==> src/rtl/marker_overlay_pkg.sv <==
// Shared definitions for the marker overlay and its raster counter.
// Latency: n/a (types and constants only).
// Backpressure: n/a.
package marker_overlay_pkg;

    // Tracking state: IDLE passes video through, TRACK draws the marker.
    typedef enum logic {
        ST_IDLE  = 1'b0,
        ST_TRACK = 1'b1
    } track_state_e;

    // Marker colour as per-channel full-scale enables; the top expands each
    // bit to the configured channel width. Full-scale green.
    localparam logic MARK_RED_ON   = 1'b0;
    localparam logic MARK_GREEN_ON = 1'b1;
    localparam logic MARK_BLUE_ON  = 1'b0;

    // Default active raster size.
    localparam int DEF_H_ACTIVE = 640;
    localparam int DEF_V_ACTIVE = 480;

endpackage

==> src/rtl/marker_overlay_raster_counter.sv <==
// Raster x/y position tracker with start-of-frame resync and line/frame wrap.
// Latency: cur_x/cur_y are combinational for the pixel presented this cycle.
// Backpressure: none; advances only on pixel_valid, never stalls.
// Ports: clk, aresetn; pixel_valid/sof in; cur_x/cur_y = position of current pixel.
module marker_overlay_raster_counter
    import marker_overlay_pkg::*;
#(
    parameter int INPUT_WIDTH = 11,
    parameter int H_ACTIVE    = DEF_H_ACTIVE,
    parameter int V_ACTIVE    = DEF_V_ACTIVE
) (
    input  logic                   clk,
    input  logic                   aresetn,
    input  logic                   pixel_valid,
    input  logic                   sof,
    output logic [INPUT_WIDTH-1:0] cur_x,
    output logic [INPUT_WIDTH-1:0] cur_y
);

    localparam logic [INPUT_WIDTH-1:0] X_LAST = INPUT_WIDTH'(H_ACTIVE - 1);
    localparam logic [INPUT_WIDTH-1:0] Y_LAST = INPUT_WIDTH'(V_ACTIVE - 1);

    // cnt_* holds the position of the next expected pixel.
    logic [INPUT_WIDTH-1:0] cnt_x_q, cnt_x_d;
    logic [INPUT_WIDTH-1:0] cnt_y_q, cnt_y_d;

    always_comb begin
        cnt_x_d = cnt_x_q;
        cnt_y_d = cnt_y_q;
        if (pixel_valid) begin
            if (sof) begin
                // The sof pixel is (0,0), so the next one is (1,0).
                cnt_x_d = INPUT_WIDTH'(1);
                cnt_y_d = '0;
            end else if (cnt_x_q == X_LAST) begin
                cnt_x_d = '0;
                cnt_y_d = (cnt_y_q == Y_LAST) ? '0 : cnt_y_q + 1'b1;
            end else begin
                cnt_x_d = cnt_x_q + 1'b1;
            end
        end
    end

    always_ff @(posedge clk or negedge aresetn) begin
        if (!aresetn) begin
            cnt_x_q <= '0;
            cnt_y_q <= '0;
        end else begin
            cnt_x_q <= cnt_x_d;
            cnt_y_q <= cnt_y_d;
        end
    end

    // sof forces (0,0) even if the previous frame was short or long.
    assign cur_x = sof ? '0 : cnt_x_q;
    assign cur_y = sof ? '0 : cnt_y_q;

endmodule

==> src/rtl/marker_overlay.sv <==
// Draws a hollow square marker around the frame-committed object centroid.
// Latency: fixed 2 cycles from pixel in to pixel out.
// Backpressure: none; RGB outputs hold while no valid pixel is in stage 1.
// Ports: x/y_position + valid_position (centroid strobe); pixel_valid, sof,
//        red/green/blue_in (video in); red/green/blue_out, out_valid, out_sof
//        (video out); tracking, marker_x/y (committed marker status).
module marker_overlay
    import marker_overlay_pkg::*;
#(
    parameter int INPUT_WIDTH = 11,
    parameter int COLOR_WIDTH = 10,
    parameter int H_ACTIVE    = DEF_H_ACTIVE,
    parameter int V_ACTIVE    = DEF_V_ACTIVE,
    parameter int BOX_HALF    = 8,
    parameter int LOST_FRAMES = 4
) (
    input  logic                   clk,
    input  logic                   aresetn,
    input  logic [26:0]            x_position,
    input  logic [26:0]            y_position,
    input  logic                   valid_position,
    input  logic                   pixel_valid,
    input  logic                   sof,
    input  logic [COLOR_WIDTH-1:0] red_in,
    input  logic [COLOR_WIDTH-1:0] green_in,
    input  logic [COLOR_WIDTH-1:0] blue_in,
    output logic [COLOR_WIDTH-1:0] red_out,
    output logic [COLOR_WIDTH-1:0] green_out,
    output logic [COLOR_WIDTH-1:0] blue_out,
    output logic                   out_valid,
    output logic                   out_sof,
    output logic                   tracking,
    output logic [INPUT_WIDTH-1:0] marker_x,
    output logic [INPUT_WIDTH-1:0] marker_y
);

    localparam int MISS_W = $clog2(LOST_FRAMES + 1);
    localparam logic [MISS_W-1:0]    MISS_LAST = MISS_W'(LOST_FRAMES - 1);
    localparam logic [26:0]          H_LIMIT   = 27'(H_ACTIVE);
    localparam logic [26:0]          V_LIMIT   = 27'(V_ACTIVE);
    localparam logic [INPUT_WIDTH:0] BOX       = (INPUT_WIDTH + 1)'(BOX_HALF);

    localparam logic [COLOR_WIDTH-1:0] MARK_R = {COLOR_WIDTH{MARK_RED_ON}};
    localparam logic [COLOR_WIDTH-1:0] MARK_G = {COLOR_WIDTH{MARK_GREEN_ON}};
    localparam logic [COLOR_WIDTH-1:0] MARK_B = {COLOR_WIDTH{MARK_BLUE_ON}};

    // ---------------- raster position of the incoming pixel ----------------
    logic [INPUT_WIDTH-1:0] cur_x, cur_y;

    marker_overlay_raster_counter #(
        .INPUT_WIDTH (INPUT_WIDTH),
        .H_ACTIVE    (H_ACTIVE),
        .V_ACTIVE    (V_ACTIVE)
    ) u_raster_counter (
        .clk         (clk),
        .aresetn     (aresetn),
        .pixel_valid (pixel_valid),
        .sof         (sof),
        .cur_x       (cur_x),
        .cur_y       (cur_y)
    );

    // ---------------- capture, commit and tracking state ----------------
    track_state_e           state_q, state_d;
    logic [INPUT_WIDTH-1:0] pend_x_q, pend_x_d, pend_y_q, pend_y_d;
    logic                   pend_flag_q, pend_flag_d;
    logic [INPUT_WIDTH-1:0] marker_x_q, marker_x_d, marker_y_q, marker_y_d;
    logic [MISS_W-1:0]      miss_cnt_q, miss_cnt_d;
    logic                   pos_in_range;

    // Also rejects the saturated/garbage result of an upstream divide by zero.
    assign pos_in_range = (x_position < H_LIMIT) && (y_position < V_LIMIT);

    always_comb begin
        state_d     = state_q;
        pend_x_d    = pend_x_q;
        pend_y_d    = pend_y_q;
        pend_flag_d = pend_flag_q;
        marker_x_d  = marker_x_q;
        marker_y_d  = marker_y_q;
        miss_cnt_d  = miss_cnt_q;

        if (pixel_valid && sof) begin
            if (pend_flag_q) begin
                marker_x_d  = pend_x_q;
                marker_y_d  = pend_y_q;
                pend_flag_d = 1'b0;
                miss_cnt_d  = '0;
                state_d     = ST_TRACK;
            end else if (state_q == ST_TRACK) begin
                if (miss_cnt_q == MISS_LAST) begin
                    state_d    = ST_IDLE;
                    miss_cnt_d = '0;
                end else begin
                    miss_cnt_d = miss_cnt_q + 1'b1;
                end
            end
        end

        // Evaluated after the commit so a strobe coinciding with sof lands in
        // pending for the following frame rather than being lost.
        if (valid_position && pos_in_range) begin
            pend_x_d    = x_position[INPUT_WIDTH-1:0];
            pend_y_d    = y_position[INPUT_WIDTH-1:0];
            pend_flag_d = 1'b1;
        end
    end

    // ---------------- marker outline test ----------------
    // Uses the _d values so a commit on the sof pixel already applies to it;
    // on every other pixel _d equals _q. The extra sign bit keeps off-screen
    // box edges from wrapping onto the opposite side of the raster.
    logic [INPUT_WIDTH:0] dx, dy, adx, ady;
    logic                 hit;

    always_comb begin
        dx  = {1'b0, cur_x} - {1'b0, marker_x_d};
        dy  = {1'b0, cur_y} - {1'b0, marker_y_d};
        adx = dx[INPUT_WIDTH] ? (~dx + 1'b1) : dx;
        ady = dy[INPUT_WIDTH] ? (~dy + 1'b1) : dy;
        hit = (state_d == ST_TRACK) &&
              (((adx == BOX) && (ady <= BOX)) || ((ady == BOX) && (adx <= BOX)));
    end

    // ---------------- two-stage video pipeline ----------------
    logic                   s1_vld_q, s1_vld_d, s1_sof_q, s1_sof_d, s1_hit_q, s1_hit_d;
    logic [COLOR_WIDTH-1:0] s1_r_q, s1_r_d, s1_g_q, s1_g_d, s1_b_q, s1_b_d;
    logic                   out_vld_q, out_vld_d, out_sof_q, out_sof_d;
    logic [COLOR_WIDTH-1:0] out_r_q, out_r_d, out_g_q, out_g_d, out_b_q, out_b_d;

    always_comb begin
        s1_vld_d = pixel_valid;
        s1_sof_d = pixel_valid & sof;
        s1_hit_d = s1_hit_q;
        s1_r_d   = s1_r_q;
        s1_g_d   = s1_g_q;
        s1_b_d   = s1_b_q;
        if (pixel_valid) begin
            s1_hit_d = hit;
            s1_r_d   = red_in;
            s1_g_d   = green_in;
            s1_b_d   = blue_in;
        end

        out_vld_d = s1_vld_q;
        out_sof_d = s1_sof_q;
        out_r_d   = out_r_q;
        out_g_d   = out_g_q;
        out_b_d   = out_b_q;
        if (s1_vld_q) begin
            out_r_d = s1_hit_q ? MARK_R : s1_r_q;
            out_g_d = s1_hit_q ? MARK_G : s1_g_q;
            out_b_d = s1_hit_q ? MARK_B : s1_b_q;
        end
    end

    always_ff @(posedge clk or negedge aresetn) begin
        if (!aresetn) begin
            state_q     <= ST_IDLE;
            pend_x_q    <= '0;
            pend_y_q    <= '0;
            pend_flag_q <= 1'b0;
            marker_x_q  <= '0;
            marker_y_q  <= '0;
            miss_cnt_q  <= '0;
            s1_vld_q    <= 1'b0;
            s1_sof_q    <= 1'b0;
            s1_hit_q    <= 1'b0;
            s1_r_q      <= '0;
            s1_g_q      <= '0;
            s1_b_q      <= '0;
            out_vld_q   <= 1'b0;
            out_sof_q   <= 1'b0;
            out_r_q     <= '0;
            out_g_q     <= '0;
            out_b_q     <= '0;
        end else begin
            state_q     <= state_d;
            pend_x_q    <= pend_x_d;
            pend_y_q    <= pend_y_d;
            pend_flag_q <= pend_flag_d;
            marker_x_q  <= marker_x_d;
            marker_y_q  <= marker_y_d;
            miss_cnt_q  <= miss_cnt_d;
            s1_vld_q    <= s1_vld_d;
            s1_sof_q    <= s1_sof_d;
            s1_hit_q    <= s1_hit_d;
            s1_r_q      <= s1_r_d;
            s1_g_q      <= s1_g_d;
            s1_b_q      <= s1_b_d;
            out_vld_q   <= out_vld_d;
            out_sof_q   <= out_sof_d;
            out_r_q     <= out_r_d;
            out_g_q     <= out_g_d;
            out_b_q     <= out_b_d;
        end
    end

    assign red_out   = out_r_q;
    assign green_out = out_g_q;
    assign blue_out  = out_b_q;
    assign out_valid = out_vld_q;
    assign out_sof   = out_sof_q;
    assign tracking  = (state_q == ST_TRACK);
    assign marker_x  = marker_x_q;
    assign marker_y  = marker_y_q;

endmodule
==> config.mk <==
export PLATFORM = sky130hd
export DESIGN_NAME = marker_overlay
export DESIGN_NICKNAME = d
export VERILOG_FILES = /design/src/rtl/marker_overlay_pkg.sv /design/src/rtl/marker_overlay_raster_counter.sv /design/src/rtl/marker_overlay.sv
export SDC_FILE = /design/constraint.sdc
export NUM_CORES = 1
export LEC_CHECK = 0
export CELL_PAD_IN_SITES_DETAIL_PLACEMENT = 1
export CELL_PAD_IN_SITES_GLOBAL_PLACEMENT = 1
export CORE_MARGIN = 5
export CORE_UTILIZATION = 40
export DETAILED_ROUTE_END_ITERATION = 8
export PLACE_DENSITY = 0.89
export SLEW_MARGIN = 15
export SYNTH_ARGS = -nofsm -noshare
export SYNTH_HDL_FRONTEND = slang
export SYNTH_SLANG_ARGS = --single-unit
export TNS_END_PERCENT = 10
==> constraint.sdc <==
create_clock -name clk -period 5.45 [get_ports clk]
set_clock_uncertainty 0.1 [all_clocks]
set_input_delay 0.545 -clock clk [delete_from_list [all_inputs] [get_ports clk]]
set_output_delay 0.545 -clock clk [all_outputs]
set_load 0.02 [all_outputs]
* Word level (Yosys, flattened, before mapping)
Index checks and enable logic that the tools add are counted.
** Cells by class
- Muxes and demuxes :: 25
- $lt $le $gt $ge :: 4
- Bitwise operators :: 3
- Reductions and logical operators :: 12
- $add $sub $neg :: 7
- Eq/ne operators :: 5
** Operator list (number)
- 2-to-1 mux 11 bit :: 11
- 2-to-1 mux 10 bit :: 3
- < comparator 27 x 10 -> 1 bit, second input constant :: 1
- < comparator 27 x 9 -> 1 bit, second input constant :: 1
- adder 12 x 1 -> 12 bit, second input constant :: 2
- equality test 12 x 4 -> 1 bit, second input constant :: 2
- <= comparator 12 x 4 -> 1 bit, second input constant :: 2
- 2-to-1 mux 12 bit :: 2
- inverter 12 bit :: 2
- subtractor 11 x 11 -> 12 bit :: 2
- adder 11 x 1 -> 11 bit, second input constant :: 2
- equality test 11 x 10 -> 1 bit, second input constant :: 1
- equality test 11 x 9 -> 1 bit, second input constant :: 1
- 2-to-1 mux 3 bit :: 3
- logical AND 1 bit :: 6
- 2-to-1 mux 1 bit :: 6
- nonzero test 2 bit :: 3
- AND reduction 2 bit :: 2
- adder 3 x 1 -> 3 bit, second input constant :: 1
- equality test 3 x 2 -> 1 bit, second input constant :: 1
- bitwise AND 1 bit :: 1
- logical OR 1 bit :: 1
** Storage, ports and cells
- Output and inout port bits :: 55
- Logic and storage cells :: 76
- Input bits :: 89
- Register bits after elaboration :: 136

* Logic depth before layout (Yosys ltp)
- Depth in word-level cells :: 10
- Gate-level depth with buffers :: 17
- Depth with buffers taken out :: 16

* By module
From an unflattened synthesis, not the netlist that was laid out.
** Unflattened totals
- Cells, all modules :: 716
- Area total of the unflattened synthesis :: 7378.3 µm²
** By module, submodules not included
- marker_overlay :: seq. area each 2852.7 µm², cells each 569, area each 6035.8 µm², times used 1
- marker_overlay_raster_counter :: seq. area each 550.5 µm², cells each 147, area each 1342.5 µm², times used 1

* Least setup slack after synthesis
OpenSTA, ideal clock, no wires.
- Kind :: input to register
- From :: input port pixel_valid
- To :: register s1_hit_q
- Slack :: 0.870 ns
- Setup time :: 0.101 ns
- Path buffers :: 2
- Stages :: 17
- Required time :: 5.249 ns
- Arrival :: 4.379 ns
- Cell sequence :: clkbuf_8 > nand2_1 > clkinv_1 > nand2_1 > buf_1 > mux2i_1 > inv_1 > fa_1 > nand2b_1 > a2111oi_0 > a211o_2 > nor2_1 > o22ai_1 > mux2_1 > nand4_1 > or4_1 > o32ai_1
** On the way
- Longest elaborated chain between the ends :: 10
- Elaborated cells between the ends (all ways) :: 20
- Classes of those cells :: 4 x add/sub; 2 x order compare; 2 x eq/ne; 5 x mux; 2 x bitwise; 5 x reduce/logical
** RTL lines
- from (decl) :: RTL line marker_overlay.sv:22 : input logic pixel_valid,
- logical AND 1 bit * :: RTL line marker_overlay.sv:83 : if (pixel_valid && sof) begin
- 2-to-1 mux 11 bit * :: RTL line marker_overlay.sv:83
- via marker_y_d[1] :: RTL line marker_overlay.sv:67 : logic [INPUT_WIDTH-1:0] marker_x_q, marker_x_d, marker_y_q, marker_y_d;
- subtractor 11 x 11 -> 12 bit * :: RTL line marker_overlay.sv:118 : dy = {1'b0, cur_y} - {1'b0, marker_y_d};
- inverter 12 bit :: RTL line marker_overlay.sv:120 : ady = dy[INPUT_WIDTH] ? (~dy + 1'b1) : dy;
- adder 12 x 1 -> 12 bit :: RTL line marker_overlay.sv:120
- 2-to-1 mux 12 bit * :: RTL line marker_overlay.sv:120
- <= comparator 12 x 4 -> 1 bit / equality test 12 x 4 -> 1 bit (equally long branches) :: RTL line marker_overlay.sv:122 : (((adx == BOX) && (ady <= BOX)) || ((ady == BOX) && (adx <= BOX)));
- logical AND 1 bit :: RTL line marker_overlay.sv:122
- logical OR 1 bit * :: RTL line marker_overlay.sv:122
- logical AND 1 bit * :: RTL line marker_overlay.sv:121 : hit = (state_d == ST_TRACK) &&
- to (signal assigned) :: RTL line marker_overlay.sv:187 : s1_hit_q <= s1_hit_d;
- to (decl) :: RTL line marker_overlay.sv:126 : logic s1_vld_q, s1_vld_d, s1_sof_q, s1_sof_d, s1_hit_q, s1_hit_d;
The timed path passes the listed nets; every way through them passes the cells marked *.
A chain may end at the register's enable or synchronous reset.

* Final worst setup path
- From :: input port sof
- To :: register s1_hit_q
** On the way
- Longest elaborated chain between the ends :: 10
- Elaborated cells between the ends (all ways) :: 22
- Classes of those cells :: 4 x add/sub; 2 x order compare; 2 x eq/ne; 7 x mux; 2 x bitwise; 5 x reduce/logical
** RTL lines
- from (decl) :: RTL line marker_overlay.sv:23 : input logic sof,
- logical AND 1 bit * :: RTL line marker_overlay.sv:83
- 2-to-1 mux 11 bit * :: RTL line marker_overlay.sv:83
- via marker_x_d[0] :: RTL line marker_overlay.sv:67
- subtractor 11 x 11 -> 12 bit * :: RTL line marker_overlay.sv:117 : dx = {1'b0, cur_x} - {1'b0, marker_x_d};
- inverter 12 bit :: RTL line marker_overlay.sv:119 : adx = dx[INPUT_WIDTH] ? (~dx + 1'b1) : dx;
- adder 12 x 1 -> 12 bit :: RTL line marker_overlay.sv:119
- 2-to-1 mux 12 bit * :: RTL line marker_overlay.sv:119
- <= comparator 12 x 4 -> 1 bit / equality test 12 x 4 -> 1 bit (equally long branches) :: RTL line marker_overlay.sv:122
- logical AND 1 bit :: RTL line marker_overlay.sv:122
- logical OR 1 bit * :: RTL line marker_overlay.sv:122
- logical AND 1 bit * :: RTL line marker_overlay.sv:121
Marked as above.

==> results by group <==
Outcome
  • Status: completed

Logic synthesis
  • Count of flip-flops with a built-in enable after synthesis: 0
  • Main combinational cell family by area after synthesis: simple AND/OR/NAND/NOR gates
  • Netlist cell types: 64
  • Synthesized cell area: 7190 um2
  • Syn Area/Cell: 10.4 um2
  • Flops & latches, synth: 136
  • Synth top area share: 47.3%
  • Largest cells by area after synthesis: dfrtp_1 (47%), mux2_2 (8.1%), ha_1 (4.5%)
  • XOR/XNOR share of the synthesized area: 3.39%
  • Cell taking the most area after synthesis: dfrtp_1
  • Compound-gate portion of the synthesized area: 13.8%
  • Synth warnings: 0
  • Syn Nets: 807
  • Adder-Cell Fraction of Synth Area: 5.08%
  • Cells after Synth: 690
  • Multiplexer share of the synthesized area: 11.4%
  • Seq/Total Area, Yosys: 47.3%
  • Simple-gate portion of the synthesized area: 15.7%
  • Ys async rst share: 100%
  • Predominant post-synthesis flop cell: dfrtp_1

CTS
  • CTS tree: yes
  • Cts hold-fix bufs: 0
  • Clk root buf: clkbuf_16
  • Skew-Pair Late Insertion Delay: 0.43 ns
  • Clock slew at reported path FFs: 0.06 ns
  • Post-CTS Setup Bufs: 0
  • H-Tree Depth: 4
  • Sink Count: 136
  • CTS resizes: 0
  • CTS Buf Count: 17
  • Clock Tree Buf Depth: 2

Route
  • Total number of vias: 5,861
  • Wirelength per Cell: 19.3 um
  • Final WL: 20.8 mm
  • Via/cell ratio: 5.45
  • Remaining DRCs: 0
  • First-pass DRT Iterations: 4
  • Initial DRC count: 239
  • Antenna viol nets, final: 0

Power and ir drop
  • Leak: 4.42 nW
  • VDD IR-drop max: 221 uV
  • Pwr/cell area: 302 nW/um2
  • Clk pwr share: 42.7%
  • Comb power frac: 18.4%
  • Part of the power in registers: 39.0%
  • Sw power: 0.831 mW
  • Sw frac: 29.1%
  • Int Power: 2.02 mW

GRT
  • Pin count of the biggest net entering global routing: 91
  • First-pass GRT wire length: 32.9 mm
  • GRT Total Usage: 20.1%
  • Initial antenna violation count: 0
  • Number of global-route vias before repair: 6,374
  • Grt ovf: 0

Critical path
  • Crit path arrival time: 5.29 ns
  • Worst endpoint required time: 5.66 ns
  • CP Capture Type: register
  • Critical path class: input pin to register
  • Worst-path maximum fanout: 11
  • Startpoint Class: input pin
  • R2R depth: 15

Timing
  • Setup_tns: 0 ns
  • Pins Over Slew Limit: 0
  • Fin worst setup slack: 0.362 ns
  • Fmax: 197 MHz
  • Final setup vio count: 0
  • Worst Tran Pin Value: 0.957 ns
  • Tmin final: 5.09 ns
  • RSZ-0062 raised after global routing: false
  • Slew headroom: 35.6%
  • Fin crit share: 93.4%
  • Hold Violations, Final: 0

Floorplan
  • Die Span Y: 144 um
  • Die area: 20,800 um2
  • Core ar.: 17,800 um2
  • Initial Util: 40.3%
  • Ports: 144
  • Core Rows: 49
  • Die W: 144 um

Cells and area
  • Inserted Diodes: 0
  • Nets: 950
  • Most frequent cells in the layout: clkdlybuf4s50_1 (141), dfrtp_1 (136), nor2_1 (72)
  • P&R area growth vs syn: 31.4%
  • Final core occ: 53.0%
  • Layout cell share with drive strength beyond 1: 14.8%
  • Fill cells: 1,921
  • Commonest non-fill, non-tap cell in the layout: clkdlybuf4s50_1

Placed design
  • I/O Buffers: 143
  • Pre-CTS setup slack: 0.133 ns
  • DP HPWL: 14.8 mm
  • RD Place Congestion: 0.863

Flow run
  • Max_cap viols: 0

Worst hold path
  • Min-Delay Path Class: input pin to async pin
==> path summary, 6_finish.rpt <==
path                                               from                                       to  slack, ns
worst max-delay path                                sof                     s1_hit_q$_DFFE_PN0P_       0.36
worst min-delay path                            aresetn  u_raster_counter.cnt_y_q[5]$_DFFE_PN0P_       0.08
worst max register to register  pend_flag_q$_DFFE_PN0P_                     s1_hit_q$_DFFE_PN0P_       0.95
worst min register to register      out_sof_d$_DFF_PN0_                        out_sof$_DFF_PN0_       0.26
max in group asynchronous                       aresetn                  pend_x_q[7]$_DFFE_PN0P_       4.07
min in group clk                    out_sof_d$_DFF_PN0_                        out_sof$_DFF_PN0_       0.26
==> worst max-delay path, cell delays in order <==
cell and delay (ns):
clkdlybuf4s50_1 0.42, nand2_1 0.21, clkinv_1 0.25, nand2_1 0.20, buf_4 0.28, mux2_2 0.22, ha_1 0.21, inv_1 0.07
fa_1 0.40, a211oi_1 0.49, o21bai_1 0.17, a21oi_1 0.20, xnor2_1 0.16, nor3b_1 0.30, a21o_1 0.17, a32oi_1 0.12
or4_1 0.54, o32ai_1 0.33
==> layout make-up <==
type / instances / area (um2) / share of cell area (%)
Sequential cell: 136 / 3400 / 36.0
Clock buffer: 17 / 425 / 4.50
Clock inverter: 15 / 195 / 2.06
Multi-Input combinational cell: 497 / 3550 / 37.5
Tap cell: 229 / 287 / 3.03
Timing Repair Buffer: 150 / 1480 / 15.7
Inverter: 31 / 116 / 1.23
==> registers in the layout, indices dropped and copies added (netlist names) <==
signal / cells
pend_y_q: 11
s1_g_q: 10
marker_y: 11
out_valid: 1
pend_x_q: 11
out_vld_d: 1
s1_b_q: 10
tracking: 1
pend_flag_q: 1
miss_cnt_q: 3
out_sof: 1
s1_r_q: 10
green_out: 10
out_sof_d: 1
u_raster_counter.cnt_y_q: 11
s1_hit_q: 1
blue_out: 10
red_out: 10
marker_x: 11
u_raster_counter.cnt_x_q: 11
==> routing by layer <==
layer,global-route usage (%),part of all wire [%],vias up
li1,-,-,2754
met1,24.5,41,2929
met2,35.8,52,144
met3,3.60,4.9,34
met4,6.89,2.2,0
met5,0,0,-
==> metrics by stage <==
step                      instances  power [mW]  instance area [um2]  hold slack (ns)
after global placement         1043        1.62                 8840            0.279
final                          1075        2.85                 9460           0.0789
after floorplan                 690        1.42                 7190            0.149
after detailed placement       1043        1.64                 8840            0.246
after global routing           1075        2.97                 9460            0.164
after CTS                      1075        2.87                 9460            0.132
==> kinds of logic after synthesis <==
| family | Yosys count |
|---|---|
| buf+inv | 57 |
| fa+ha+maj | 28 |
| compound gates | 145 |
| flops | 136 |
| mux | 75 |
| xor+xnor | 27 |
| simple gates | 222 |
==> power by group through the flow <==
stage	combinational, mW	sequential (mW)	clock (mW)
floorplan	0.268	1.15	0
global placement	0.495	1.12	0
detailed placement	0.513	1.13	0
CTS	0.525	1.11	1.24
global route	0.567	1.12	1.28
finish	0.524	1.11	1.22
==> cells in the mapped netlist, drive strengths merged, types with 10 or more instances <==
| cell type | number |
|---|---|
| a21oi | 35 |
| inv | 30 |
| nand2 | 31 |
| xnor2 | 14 |
| a31o | 21 |
| nor2b | 47 |
| ha | 26 |
| nand3 | 19 |
| nor4 | 10 |
| xor2 | 13 |
| nor2 | 72 |
| nand4 | 10 |
| clkbuf | 21 |
| o21ai | 28 |
| nor3 | 10 |
| mux2 | 53 |
| mux2i | 22 |
| dfrtp | 136 |
(Power assumes the default switching activity.)
